**src/rtl/psum_packetizer_rr.sv**
```systemverilog
// psum_packetizer_rr
//   Round-robin packetizer for partial-sum / final-output words from NCH adder
//   channels. Each accepted word is wrapped in a PWIDTH-bit NoC packet
//   {TYPE_BIT, DEST_ADDR, src, filler, data} and buffered in a FIFO_DEPTH-entry
//   FIFO that feeds the router.
//
// Optional build macro: PKT_SEQ_TAG_EN
//   When defined, the low 8 filler bits carry an 8-bit accept sequence number
//   and the remaining filler bits come from FILL[FW-1:8].
//   When undefined, the filler is FILL (truncated or zero-extended to FW).
//
// Ports:
//   clk         clock, all state on rising edge
//   rst         asynchronous reset, active-high
//   in_valid    [NCH]         per-channel data valid
//   in_ready    [NCH]         per-channel accept (only the arbitration winner)
//   in_data     [NCH*DWIDTH]  channel i at bits [i*DWIDTH +: DWIDTH]
//   out_valid   packet available at the FIFO head
//   out_ready   router accepts the head packet
//   out_packet  [PWIDTH]      head packet (last popped packet when empty)
//   pkt_count   [16]          packets delivered since reset (wraps)
//   fifo_level  [clog2(FIFO_DEPTH)+1] current occupancy
module psum_packetizer_rr #(
    parameter int          DWIDTH     = 8,
    parameter int          PWIDTH     = 47,
    parameter int          NCH        = 4,
    parameter int          FIFO_DEPTH = 4,
    parameter logic        TYPE_BIT   = 1'b1,
    parameter logic [2:0]  DEST_ADDR  = 3'b110,
    parameter logic [2:0]  SRC_BASE   = 3'b100,
    parameter logic [31:0] FILL       = 32'h0000_FFFF
) (
    input  logic                              clk,
    input  logic                              rst,
    input  logic [NCH-1:0]                    in_valid,
    output logic [NCH-1:0]                    in_ready,
    input  logic [NCH*DWIDTH-1:0]             in_data,
    output logic                              out_valid,
    input  logic                              out_ready,
    output logic [PWIDTH-1:0]                 out_packet,
    output logic [15:0]                       pkt_count,
    output logic [$clog2(FIFO_DEPTH):0]       fifo_level
);

    localparam int FW = PWIDTH - 7 - DWIDTH;
    localparam int CW = (NCH > 1) ? $clog2(NCH) : 1;
    localparam int AW = $clog2(FIFO_DEPTH);
    localparam int LW = AW + 1;
    localparam logic [FW-1:0] FILL_FW = FW'(FILL);

    logic [DWIDTH-1:0] w_lane [NCH];
    logic [CW-1:0]     w_win;
    logic              w_any;
    logic [NCH-1:0]    w_ready;
    logic              w_full;
    logic              w_push;
    logic              w_pop;
    logic [2:0]        w_src;
    logic [FW-1:0]     w_fill;
    logic [PWIDTH-1:0] w_pkt;

    logic [CW-1:0]     r_rr;
    logic [PWIDTH-1:0] r_mem [FIFO_DEPTH];
    logic [AW-1:0]     r_wptr;
    logic [AW-1:0]     r_rptr;
    logic [LW-1:0]     r_level;
    logic [PWIDTH-1:0] r_last;
    logic [15:0]       r_count;

    // ---- arbitration: first valid channel at or after r_rr, with wrap ----
    always_comb begin
        int idx;
        idx   = 0;
        w_any = 1'b0;
        w_win = '0;
        for (int i = 0; i < NCH; i++) begin
            w_lane[i] = in_data[i*DWIDTH +: DWIDTH];
        end
        for (int k = 0; k < NCH; k++) begin
            idx = int'(r_rr) + k;
            if (idx >= NCH) idx = idx - NCH;
            if (!w_any && in_valid[CW'(idx)]) begin
                w_any = 1'b1;
                w_win = CW'(idx);
            end
        end
    end

    // A full FIFO blocks acceptance even when a pop happens in the same cycle.
    assign w_full = (r_level == LW'(FIFO_DEPTH));
    assign w_pop  = out_valid & out_ready;
    assign w_push = w_any & ~w_full & ~rst;

    always_comb begin
        w_ready = '0;
        if (w_push) w_ready[w_win] = 1'b1;
    end
    assign in_ready = w_ready;

    assign w_src = SRC_BASE + 3'(w_win);

`ifdef PKT_SEQ_TAG_EN
    logic [7:0] r_seq;

    always_ff @(posedge clk or posedge rst) begin
        if (rst)         r_seq <= '0;
        else if (w_push) r_seq <= r_seq + 8'd1;
    end

    if (FW > 8) begin : g_fill_hi
        assign w_fill = {FILL_FW[FW-1:8], r_seq};
    end else begin : g_fill_lo
        assign w_fill = r_seq;
    end
`else
    assign w_fill = FILL_FW;
`endif

    assign w_pkt = {TYPE_BIT, DEST_ADDR, w_src, w_fill, w_lane[w_win]};

    // ---- FIFO control, rr pointer, delivered counter ----
    always_ff @(posedge clk or posedge rst) begin
        if (rst) begin
            r_rr    <= '0;
            r_wptr  <= '0;
            r_rptr  <= '0;
            r_level <= '0;
            r_last  <= '0;
            r_count <= '0;
        end else begin
            if (w_push) begin
                r_wptr <= r_wptr + AW'(1);
                r_rr   <= (int'(w_win) == NCH - 1) ? '0 : w_win + CW'(1);
            end
            if (w_pop) begin
                r_rptr  <= r_rptr + AW'(1);
                r_last  <= r_mem[r_rptr];
                r_count <= r_count + 16'd1;
            end
            case ({w_push, w_pop})
                2'b10:   r_level <= r_level + LW'(1);
                2'b01:   r_level <= r_level - LW'(1);
                default: r_level <= r_level;
            endcase
        end
    end

    // ---- FIFO storage (data only, never reset) ----
    always_ff @(posedge clk) begin
        if (w_push) r_mem[r_wptr] <= w_pkt;
    end

    // When empty the output keeps showing the last delivered packet.
    assign out_valid  = (r_level != '0);
    assign out_packet = out_valid ? r_mem[r_rptr] : r_last;
    assign pkt_count  = r_count;
    assign fifo_level = r_level;

endmodule

```
**config.mk**
```make
export PLATFORM = sky130hd
export DESIGN_NAME = psum_packetizer_rr
export DESIGN_NICKNAME = d
export VERILOG_FILES = /design/src/rtl/psum_packetizer_rr.sv
export SDC_FILE = /design/constraint.sdc
export NUM_CORES = 1
export LEC_CHECK = 0
export BUFFER_PORTS_ARGS = -buffer_cell sky130_fd_sc_hd__buf_2
export CAP_MARGIN = 20
export CORE_MARGIN = 2
export CORE_UTILIZATION = 50
export CTS_CLUSTER_SIZE = 12
export DETAILED_ROUTE_END_ITERATION = 6
export PLACE_DENSITY = 0.77
export SLEW_MARGIN = 40
export SYNTH_ARGS = -nofsm -noshare
export SYNTH_HDL_FRONTEND = slang
export SYNTH_SLANG_ARGS = --single-unit
```
**constraint.sdc**
```tcl
create_clock -name clk -period 2.94 [get_ports clk]
set_input_delay 0.441 -clock clk [delete_from_list [all_inputs] [get_ports clk]]
set_output_delay 0.441 -clock clk [all_outputs]
set_load 0.05 [all_outputs]
```
== Yosys cells after proc, flatten, opt, wreduce, memory -nomap -nowiden ==
Memory sizes are Yosys's and may differ from the RTL's.
Index checks and enable logic that the tools add are counted.
Word-level totals
  memory bits (writable): 44
  latch bits: 0
  word-level logic and storage cells: 86
  memories kept: 1
  input bits: 39
  output and inout port bits: 71
  bits in registers: 72
  bits in read-only memories: 0
Memory list
  r_mem: words 4, bits a word 11, read ports 1, clocked after Yosys merged registers in 0, write ports 1, line 63  | logic [PWIDTH-1:0] r_mem [FIFO_DEPTH];
Cells by class
  $lt $le $gt $ge: 11
  bitwise gates (word level): 6
  reductions and logical operators: 9
  muxes and demuxes: 35
  multipliers: 0
  shifts and indexed selects: 0
  divide/modulo/power cells: 0
  equality and inequality tests: 4
  add/subtract/negate cells: 14
Operator list (count)
  $mux 47: 1
  $mux 2: 9
  $add 16x1->16 const B: 1
  $bmux 8 s2: 1
  $lt 2x4->1 const B: 4
  $mux 8: 2
  $mux 1: 15
  $ge 3x3->1 const B: 4
  $bmux 1 s2: 4
  $sub 2x1->2 const B: 4
  $add 2x1->2 const B: 3
  $add 2x2->3 const B: 2
  $pmux 3 s2: 1
  $eq 2x1->1 const B: 2
  $logic_and 1x1->1: 4
  $mux 4: 1
  $add 2x1->3 const B: 1
  $add 3x1->3 const B: 1
  $add 3x2->3 const A: 1
  $and 1x1->1: 3
  $eq 3x3->1 const B: 1
  $ge 2x3->1 const B: 1
  $logic_not 1->1: 3
  $lt 2x3->1 const B: 1
  other kinds (8): 9

== Logic depth before layout (Yosys ltp) ==
  depth after elaboration: 20
  depth in mapped cells: 10
  depth with buffers taken out: 9

== Least setup slack after synthesis ==
OpenSTA, ideal clock, no wires.
  path kind: register -> output
  from: register r_level[0], in the netlist fifo_level[0]
  to: output out_packet[10]
  cell stages (with the launch flop): 5
  data arrival time: 2.709 ns
  path buffers: 2
  setup slack: -0.210 ns
  cell sequence: dfrtp_1 or3_1 clkbuf_1 or2_1 buf_4
On the way
  longest elaborated chain between the ends: 2
RTL lines
  start, declared: line 66  | logic [LW-1:0] r_level;
  start signal, assigned: line 141  | 2'b10: r_level <= r_level + LW'(1);
  start signal, assigned: line 142  | 2'b01: r_level <= r_level - LW'(1);
  start signal, assigned: line 143  | default: r_level <= r_level;
  $reduce_bool 3->1: line 154  | assign out_valid = (r_level != '0);
  net out_valid: line 38  | output logic out_valid,
  $mux 47: line 155  | assign out_packet = out_valid ? r_mem[r_rptr] : r_last;
  end, declared: line 40  | output logic [PWIDTH-1:0] out_packet,
The timed path passes the listed nets, and every way through them passes these cells.

== Worst setup path after layout ==
  from: register r_rr[1]
  to: output in_ready[2]
On the way
  longest elaborated chain between the ends: 20
RTL lines
  start, declared: line 62  | logic [CW-1:0] r_rr;
  start signal, assigned: line 133  | r_rr <= (int'(w_win) == NCH - 1) ? '0 : w_win + CW'(1);
  parallel branches: the longest is 19 deep, another holds $add 2x1->3
  $mux 4 (*): line 96  | if (w_push) w_ready[w_win] = 1'b1;
  end, declared: line 36  | output logic [NCH-1:0] in_ready,
Mark *: on every way between the ends. The select of a mux whose other input is x is not followed.

==> metrics.txt <==
status=completed; clk sink count=76; Simple-Gate Fraction of Synth Area=6.27%; post-CTS setup buffers=0; I/O Buffers=92; final net count=410; critical path launch point=r_rr[1]; Yosys Warn Count=0; post-synthesis register bit count=76; vias per inst=4.97; Yosys cell types=41; pwr/cell area=1060 nW/um^2; hold bufs inserted after CTS=0; Worst-Margin Slew=0.533 ns; final core utilization=57.9%; CP arrival=2.22 ns; die width=92.2 um; Num CTS Buffers=9; Final Hold Fails=0; n_diodes=0; Die H=92.2 um; latest clock arrival within the worst-skew pair=0.33 ns; Clock Skew=0.0111 ns; Post-Syn Area per Cell=13.9 sq um; CP Launch Type=flop; Max Transition Viols Final=0; largest family of logic cells by synthesized area=multiplexers; drt drc=0; Sequential Area=2100 sq um; Post-Syn Area=3890 sq um; CTS Buffer Depth=2; slew margin rel.=64.5%; worst hold path class=primary input to asynchronous set/reset pin; Area Growth Syn to Fin=13.7%; post-layout instance area=4430 sq um; die area=8510 sq um; cell area after placement=4240 sq um; Post-synth ARST share=47.4%; RSZ-0062 raised after global routing=no; CTS root buf=clkbuf_8; # H-tree levels=3; total power=0.00471 W; area leader, netlist=edfxtp_1; setup TNS=0 ns; crit path time final=2.66 ns; cell leakage power=1.99 nW; largest net degree at the start of global routing=37; vias in the first global route=2212; Req. time, crit path=2.50 ns; worst-path fanout max=17; core footprint=7650 sq um; Post-synth EDFFs=40; post-DR wirelength/cell=13.9 um; crit path kind=flop to primary output; Setup crit end kind=primary output; multiplexer area fraction after synthesis=18.8%; worst r2r src=r_rr[1]; fillers=595; multi-input logic area=1460 sq um; Post-Syn Instances=281; Synth Area in Adders=3.73%; post-synthesis compound-gate area fraction=2.41%; total gr overflow=0; RD Place Congestion=0.839; post-route ant nets=0; post-cts resize count=0; Starting Density=50.9%; TritonCTS clock tree=built; post-synthesis sequential area ratio=54.0%; final count of negative-setup-slack endpoints=0; xor-xnor portion of the synthesized cell area=4.72%; Boundary Pins=110; DRT Wirelength=6.47 mm; Pre-Repair DR Iteration Count=4; Fmax achieved=0.376 GHz; commonest register cell after synthesis=edfxtp_1; Tcrit/Tclk final=90.4%; initial antenna violation count=0; peak supply drop=0.000418 V; Initial DRC Count=63; first-pass GRT wire length=10.6 mm; row count=32; fraction of layout cells with a size suffix above 1=40.5%; GRT Total Usage=16.2%; Final HPWL DP=4.66 mm; Synth area leaders=edfxtp_1 31%, dfrtp_1 23%, buf_4 6.9%; max-cap viol count=0; via count=2322; post-synth top area share=30.8%; clk slew on worst S/H paths=0.07 ns
[power breakdown]
part / leakage (nW) / internal, W / switching (W)
clock: 0.0980 / 0.000391 / 0.000353
sequential: 0.811 / 0.00151 / 0.000206
combinational: 1.08 / 0.000786 / 0.00146
[synthesized netlist by cell type (2+ instances only)]
library cell	instances
mux4_2	10
buf_4	36
dfrtp_1	36
xnor2_1	14
and2_1	7
and4_1	2
buf_2	3
mux2i_1	26
edfxtp_1	40
nand3_1	5
buf_6	2
nand4_1	3
o21ai_0	3
clkbuf_1	4
nor2_1	4
a21oi_1	3
and3_1	5
ha_1	10
xor2_1	7
inv_1	12
nand2_1	8
mux2_2	22
[metrics by stage]
stage / hold slack, ns / cells / setup WS [ns]
6_report: 0.228 / 467 / 0.282
5_1_grt: 0.260 / 467 / 0.170
4_1_cts: 0.232 / 467 / 0.259
3_5_place_dp: 0.453 / 451 / 0.553
3_3_place_gp: 0.445 / 451 / 0.581
2_1_floorplan: 0.431 / 297 / 0.0535
[layout make-up]
type,instances,share of cell area [%]
flip-flops and latches,76,47.5
well taps,102,2.88
repair buffers,98,11.4
clock buffers,11,2.97
inverters,12,1.02
multi-input cells,163,33.1
clock inverters,5,1.19
[layout by cell type (no fill, tap or decap), drive strengths merged]
cell type / count
o22ai: 1
or4: 1
clkinv: 2
conb: 17
nor2: 4
o2bb2a: 1
o21ai: 3
and3: 5
clkbuf: 11
o221ai: 1
nand2: 8
bufinv: 1
a21boi: 2
a21oi: 3
nand4: 3
inv: 14
and2: 7
dfrtp: 36
and4: 2
mux4: 10
mux2i: 26
o31a: 1
xnor2: 14
edfxtp: 40
or3: 1
nand3: 5
or2: 2
nand2b: 1
xor2: 7
ha: 10
buf: 98
nor4: 1
or3b: 1
nor3b: 1
mux2: 22
nor3: 1
fa: 1
a311oi: 1
[critical path, stage by stage, from the launching register on]
cell and delay, ns:
dfrtp_1 0.47, or3b_4 0.43, o221ai_2 0.10, buf_4 0.33, ha_1 0.19, and2_1 0.11
buf_2 0.25
[path summary, 6_finish.rpt]
path                               end  depth (start not counted)  slack [ns]
max in group asynchronous    r_last[2]                          3        2.37
hold / removal                 r_rr[1]                          3        0.23
setup reg to reg               r_rr[0]                          6        0.84
hold reg to reg             r_last[45]                          1        0.46
setup / recovery           in_ready[2]                          6        0.28
min in group clk            r_last[45]                          1        0.46
[per-layer routing]
layer  share of wire [%]  wire length [um]  GRT usage, %  vias up
met5                   0                 0             0        -
met4                 1.1                74          6.34        0
met3                 5.3               343          4.27        7
met2                  49              3170          27.0       88
met1                  45              2880          20.2     1120
li1                    -                 -             -     1107
[sequential cells by signal (all words and copies together), names as in the netlist]
name,count
r_wptr,2
r_mem,40
fifo_level,3
r_last,11
r_rptr,2
pkt_count,16
r_rr,2
[kinds of logic after synthesis]
| family | count (synthesis) |
|---|---|
| AOI/OAI and AO/OA | 13 |
| xor gates and xnor gates | 21 |
| adders and majority gates | 11 |
| buffers and inverters | 58 |
| DFF | 76 |
| muxes | 58 |
| other | 1 |
| and+or+nand+nor | 43 |
No activity file was read; power rests on OpenSTA's default activity.
